==> config.mk <==
export PLATFORM = sky130hd
export DESIGN_NAME = ysyx_24100005_mem_arbiter
export DESIGN_NICKNAME = d
export VERILOG_FILES = /design/src/rtl/ysyx_24100005_mem_pkg.sv /design/src/rtl/ysyx_24100005_rr_arb2.sv /design/src/rtl/ysyx_24100005_mem_arbiter.sv
export SDC_FILE = /design/constraint.sdc
export NUM_CORES = 1
export LEC_CHECK = 0
export CORE_UTILIZATION = 41
export DETAILED_ROUTE_END_ITERATION = 12
export GPL_ROUTABILITY_DRIVEN = 1
export PLACE_DENSITY = 0.77
export SKIP_LAST_GASP = 1
export SLEW_MARGIN = 20
export SYNTH_ARGS = -nofsm -noshare
export SYNTH_HDL_FRONTEND = slang
export SYNTH_HIERARCHICAL = 1
export SYNTH_SLANG_ARGS = --single-unit
==> constraint.sdc <==
create_clock -name clk -period 1.9 [get_ports clk]
set_input_delay 0.38 -clock clk [delete_from_list [all_inputs] [get_ports clk]]
set_output_delay 0.38 -clock clk [all_outputs]
set_load 0.05 [all_outputs]
==> src/rtl/ysyx_24100005_mem_pkg.sv <==
// rtl/ysyx_24100005_mem_pkg.sv - shared types and widths for the IFU/LSU memory arbiter
package ysyx_24100005_mem_pkg;
   localparam int MEM_ADDR_W = 32;
   localparam int MEM_DATA_W = 32;
   localparam int MEM_MASK_W = MEM_DATA_W / 8;

   typedef enum logic [1:0] {
      IDLE = 2'd0,
      REQ  = 2'd1,
      RESP = 2'd2
   } state_t;

   typedef enum logic {
      OWN_IFU = 1'b0,
      OWN_LSU = 1'b1
   } owner_t;
endpackage

==> src/rtl/ysyx_24100005_rr_arb2.sv <==
// rtl/ysyx_24100005_rr_arb2.sv - two-input round-robin grant with registered last winner
module ysyx_24100005_rr_arb2
   import ysyx_24100005_mem_pkg::*;
(
   input  logic       clk,
   input  logic       rst,
   input  logic [1:0] req,
   input  logic       accept,
   output logic [1:0] grant
);
   owner_t r_last_grant;

   // On a tie the master that did not win last time goes first.
   always_comb begin
      grant = 2'b00;
      case (req)
         2'b01:   grant = 2'b01;
         2'b10:   grant = 2'b10;
         2'b11:   grant = (r_last_grant == OWN_IFU) ? 2'b10 : 2'b01;
         default: grant = 2'b00;
      endcase
   end

   always_ff @(posedge clk) begin
      if (rst) begin
         r_last_grant <= OWN_IFU;
      end else if (accept && (|grant)) begin
         r_last_grant <= grant[1] ? OWN_LSU : OWN_IFU;
      end
   end
endmodule

==> src/rtl/ysyx_24100005_mem_arbiter.sv <==
// rtl/ysyx_24100005_mem_arbiter.sv - shares one memory port between IFU and LSU,
// one outstanding transaction, with a response watchdog.
module ysyx_24100005_mem_arbiter
   import ysyx_24100005_mem_pkg::*;
#(
   parameter int ADDR_W  = MEM_ADDR_W,
   parameter int DATA_W  = MEM_DATA_W,
   parameter int TIMEOUT = 255
) (
   input  logic                clk,
   input  logic                rst,
   input  logic                ifu_req_valid,
   output logic                ifu_req_ready,
   input  logic [ADDR_W-1:0]   ifu_addr,
   output logic                ifu_resp_valid,
   output logic [DATA_W-1:0]   ifu_rdata,
   output logic                ifu_resp_err,
   input  logic                lsu_req_valid,
   output logic                lsu_req_ready,
   input  logic [ADDR_W-1:0]   lsu_addr,
   input  logic                lsu_wen,
   input  logic [DATA_W-1:0]   lsu_wdata,
   input  logic [DATA_W/8-1:0] lsu_wmask,
   output logic                lsu_resp_valid,
   output logic [DATA_W-1:0]   lsu_rdata,
   output logic                lsu_resp_err,
   output logic                mem_req_valid,
   input  logic                mem_req_ready,
   output logic [ADDR_W-1:0]   mem_addr,
   output logic                mem_wen,
   output logic [DATA_W-1:0]   mem_wdata,
   output logic [DATA_W/8-1:0] mem_wmask,
   input  logic                mem_resp_valid,
   input  logic [DATA_W-1:0]   mem_rdata
);
   localparam int CNT_W = $clog2(TIMEOUT + 1);

   state_t           r_state;
   owner_t           r_owner;
   logic [CNT_W-1:0] r_cnt;
   logic [1:0]       w_req;
   logic [1:0]       w_grant;
   logic             w_accept;
   logic             w_timeout;
   logic             w_done;

   assign w_req     = {lsu_req_valid, ifu_req_valid};
   assign w_accept  = !rst && (r_state == IDLE) && (|w_req);
   assign w_timeout = (r_cnt == CNT_W'(TIMEOUT - 1));
   assign w_done    = mem_resp_valid || w_timeout;

   ysyx_24100005_rr_arb2 u_arb (
      .clk    (clk),
      .rst    (rst),
      .req    (w_req),
      .accept (w_accept),
      .grant  (w_grant)
   );

   assign ifu_req_ready = w_accept & w_grant[0];
   assign lsu_req_ready = w_accept & w_grant[1];
   assign mem_req_valid = (r_state == REQ);

   always_ff @(posedge clk) begin
      if (rst) begin
         r_state        <= IDLE;
         r_owner        <= OWN_IFU;
         r_cnt          <= '0;
         mem_addr       <= '0;
         mem_wen        <= 1'b0;
         mem_wdata      <= '0;
         mem_wmask      <= '0;
         ifu_resp_valid <= 1'b0;
         ifu_resp_err   <= 1'b0;
         ifu_rdata      <= '0;
         lsu_resp_valid <= 1'b0;
         lsu_resp_err   <= 1'b0;
         lsu_rdata      <= '0;
      end else begin
         ifu_resp_valid <= 1'b0;
         ifu_resp_err   <= 1'b0;
         lsu_resp_valid <= 1'b0;
         lsu_resp_err   <= 1'b0;
         case (r_state)
            IDLE: begin
               if (w_accept) begin
                  r_state <= REQ;
                  if (w_grant[1]) begin
                     r_owner   <= OWN_LSU;
                     mem_addr  <= lsu_addr;
                     mem_wen   <= lsu_wen;
                     mem_wdata <= lsu_wdata;
                     mem_wmask <= lsu_wmask;
                  end else begin
                     r_owner   <= OWN_IFU;
                     mem_addr  <= ifu_addr;
                     mem_wen   <= 1'b0;
                     mem_wdata <= '0;
                     mem_wmask <= '0;
                  end
               end
            end
            REQ: begin
               if (mem_req_ready) begin
                  r_state <= RESP;
                  r_cnt   <= '0;
               end
            end
            RESP: begin
               r_cnt <= r_cnt + CNT_W'(1);
               // A real response wins over a watchdog expiring in the same cycle.
               if (w_done) begin
                  r_state <= IDLE;
                  if (r_owner == OWN_LSU) begin
                     lsu_resp_valid <= 1'b1;
                     lsu_resp_err   <= !mem_resp_valid;
                     lsu_rdata      <= mem_resp_valid ? mem_rdata : '0;
                  end else begin
                     ifu_resp_valid <= 1'b1;
                     ifu_resp_err   <= !mem_resp_valid;
                     ifu_rdata      <= mem_resp_valid ? mem_rdata : '0;
                  end
               end
            end
            default: r_state <= IDLE;
         endcase
      end
   end
endmodule
==> results.yml <==
route:
  ant_nets: 0
  via_per_inst: 5.852
  drt_wl_total_um: 20130
  vias: 6115
  firstDrtPassIters: 6
  drtIter0Drc: 662
  wl_per_cell_um: 19.27
  drc_errors: 0
status:
  violations: "negative setup slack"
  status: "finished, violations left"
synth:
  ys_top_cells_by_count: "dfxtp_1 (149), a31oi_1 (97), a22o_1 (37)"
  synth_top_area_share: 0.4979
  yosysSeqAreaShare: 0.4979
  synth-edff-count: 0
  synth_flop_cell: "dfxtp_1"
  synth_async_sr_flop_share: 0
  ys_types: 41
  yosysMostFrequentCell: "dfxtp_1"
  synth_area_um2: 5991
  synthesis.nets: 723
  yosys_warnings: 6
  yosys.area.top_type: "dfxtp_1"
  syn_inst: 582
  ys_seq_elements: 149
  synth.avg_cell_area_um2: 10.29
  synth_area_leaders: "dfxtp_1 (50%), a31oi_1 (10%), a22o_1 (5.4%), mux2i_1 (5.3%), a311oi_1 (4.8%)"
layout:
  antennaDiodeCount: 0
  nFillCells: 1103
  final_core_util: 0.6811
  final_area_um2: 9564
  nets: 993
  drive_above_1_share: 0.1653
  areaGrowthSynthToFinish_pct: 59.65
  final_cells: 1045
timing:
  period_minus_slack_ns: 2.016
  slew_headroom: 0.5136
  finalMaxSlewViolations: 0
  setup_viol: 2
  rsz0062_at_grt: "true"
  worstMarginPinSlew_ns: 0.7295
  hold_violations: 0
  period_share: 1.061
  clock.fmax_mhz: 496.1
  finalClockSkew_ns: 0.007407
  setup-tns-final_ns: -0.1600
  layout_setup_ws_ns: -0.1158
  whs_ns: 0.4311
clocking:
  hold_buffers: 0
  clock_latency_ns: 0.42
  cts_buffers: 17
  h-tree-depth: 4
  clockRootBuffer: "clkbuf_16"
  clk_pin_slew_worst_paths_ns: 0.06
  clockBufferDepth: 2
  cts_tree: "built"
  clock_sinks: 149
worst_setup_path:
  end_kind: "primary output"
  cp.buffers_inverters: 2
  critPathArrivalTime_ns: 1.64
  worstPathCellList: "o21bai_4 -> or3_4 -> inv_2 -> and2_4 -> buf_8"
  cp-start-kind: "flip-flop"
  r2r-start: "r_state[1]$_SDFFE_PP0P_"
  reg2reg_depth: 12
  cp_top_family: "simple AND/OR/NAND/NOR gates"
  path_max_fanout: 2
  critPathKind: "reg2out"
  required_ns: 1.52
  slowest_stage: "or3_4"
  r2r-end: "u_arb/r_last_grant$_SDFFE_PP0P_"
  critPathMaxStageDelay_ns: 0.38
  r2r_slack_ns: 0.02
place:
  dp_hpwl_um: 14280
  dp.cells: 1006
  placed_cell_area_um2: 9016
  port_buffers: 278
  place_ws_ns: -0.1940
  gp_congestion: 0.8172
worst_hold_path:
  holdPathEnd: "lsu_resp_valid$_SDFF_PP0_"
  hp-start: "rst"
  hold_class: "in2reg"
  whs_path_depth: 3
floorplan:
  coreArea_um2: 14040
  rows: 43
  ios: 279
  start_util: 0.4266
  die_width_um: 122.9
  dieArea_um2: 15100
  die_h_um: 122.9
flow_run:
  drv_cap: 0
global_route:
  antenna_found_initial: 0
  grt_usage: 0.2622
  grt_pass1_wl_um: 30350
  grt_pass1_vias: 5744
  grt_max_degree: 71
  overflow: 0
power:
  peakVddDrop_uv: 465.1
  p_int_mw: 5.841
  p_leak_nw: 3.932
  finalPower_mw: 8.379
  swShare: 0.3029
  power.switching_mw: 2.538
  seq_power_share: 0.401
  p_comb_frac: 0.205
  clkPwrFrac: 0.394
  power_density_nw_per_um2: 876.1
cell usage in the layout (no fill, tap or decap), types with 3 or more instances in the layout:
| cell | Yosys | routed |
|---|---|---|
| dfxtp_1 | 149 | 147 |
| a31oi_1 | 97 | 97 |
| inv_6 | 0 | 4 |
| clkbuf_16 | 0 | 17 |
| nor2_1 | 5 | 4 |
| a211oi_1 | 33 | 33 |
| buf_12 | 0 | 13 |
| nand3_1 | 36 | 36 |
| dlygate4sd2_1 | 0 | 92 |
| a22o_1 | 37 | 37 |
| buf_4 | 11 | 80 |
| or4_1 | 3 | 3 |
| mux2i_1 | 32 | 32 |
| inv_1 | 6 | 5 |
| o2bb2ai_1 | 32 | 32 |
| nand2_1 | 4 | 4 |
| nand3b_1 | 3 | 3 |
| clkdlybuf4s50_1 | 0 | 135 |
| a311oi_1 | 33 | 33 |
| nor3b_1 | 3 | 3 |
| a21oi_1 | 6 | 6 |
| clkinv_4 | 0 | 4 |
worst register-to-register path: stages, from the launching register on:
cell and delay (ns):
dfxtp_2 0.34, o21bai_4 0.12, or3_4 0.15, inv_2 0.04
buf_4 0.12, buf_4 0.12, buf_4 0.12, buf_4 0.12
buf_4 0.12, buf_4 0.12, buf_4 0.13, a21bo_1 0.20
a21oi_2 0.13
layout make-up:
class	count	area, um^2	share of cell area
Clock buffer	18	439.2	0.04592
Clock inverter	14	142.6	0.01491
Inverter	6	22.52	0.002355
Multi-Input combinational cell	356	2711	0.2835
Sequential cell	149	2985	0.3121
Tap cell	180	225.2	0.02355
Timing Repair Buffer	322	3038	0.3176
worst max-delay path by stage:
| stage | slack [ns] | depth (start not counted) | start | end |
|---|---|---|---|---|
| 2_1_floorplan | 0.08 | 5 | lsu_req_valid | ifu_req_ready |
| 3_3_place_gp | -0.17 | 6 | lsu_req_valid | ifu_req_ready |
| 3_5_place_dp | -0.19 | 6 | lsu_req_valid | ifu_req_ready |
| 4_1_cts | -0.13 | 5 | r_state[1]$_SDFFE_PP0P_ | ifu_req_ready |
| 5_1_grt | -0.17 | 5 | r_state[1]$_SDFFE_PP0P_ | ifu_req_ready |
| 6_report | -0.12 | 5 | r_state[1]$_SDFFE_PP0P_ | ifu_req_ready |
repair_timing:
| item | 4_1_cts | 5_1_grt |
|---|---|---|
| gates resized for setup | 97 | 3 |
| setup endpoints to repair | 92 | 4 |
| pin swaps | 1 | 0 |
| buffers inserted | 8 | 0 |
registers in the layout, indices dropped and copies added, names as in the netlist:
register            flops
mem_wmask               4
ifu_rdata              32
lsu_resp_valid          1
mem_wen                 1
lsu_rdata              32
ifu_resp_err            1
lsu_resp_err            1
r_cnt                   8
r_owner                 1
ifu_resp_valid          1
u_arb/r_last_grant      1
mem_addr               32
mem_wdata              32
r_state                 2
metal layers:
metal	GRT usage	share of wire	vias to the layer above	wire length [um]
met4	0.1159	0.022	0	444
met2	0.4393	0.50	302	10100
li1	-	-	2881	-
met1	0.3083	0.39	2910	7833
met3	0.07807	0.087	22	1758
met5	0	0	-	0
kinds of logic (layout without fill, tap and decap cells):
family	Yosys count	in the layout	synth area share
AOI/OAI and AO/OA	254	254	0.3183
adders and majority gates	2	2	0.004176
buffers and inverters	77	360	0.06078
DFF	149	149	0.4979
muxes	32	32	0.05347
and+or+nand+nor	68	68	0.06537
power groups by stage:
stage	Clock, mW	Sequential (mW)	Combinational (mW)
final	3.30	3.36	1.72
after global routing	3.50	3.38	1.80
after CTS	3.35	3.36	1.72
after detailed placement	0	3.43	1.73
after global placement	0	3.43	1.70
after floorplan	0	3.87	0.478
(Power assumes the default switching activity.)
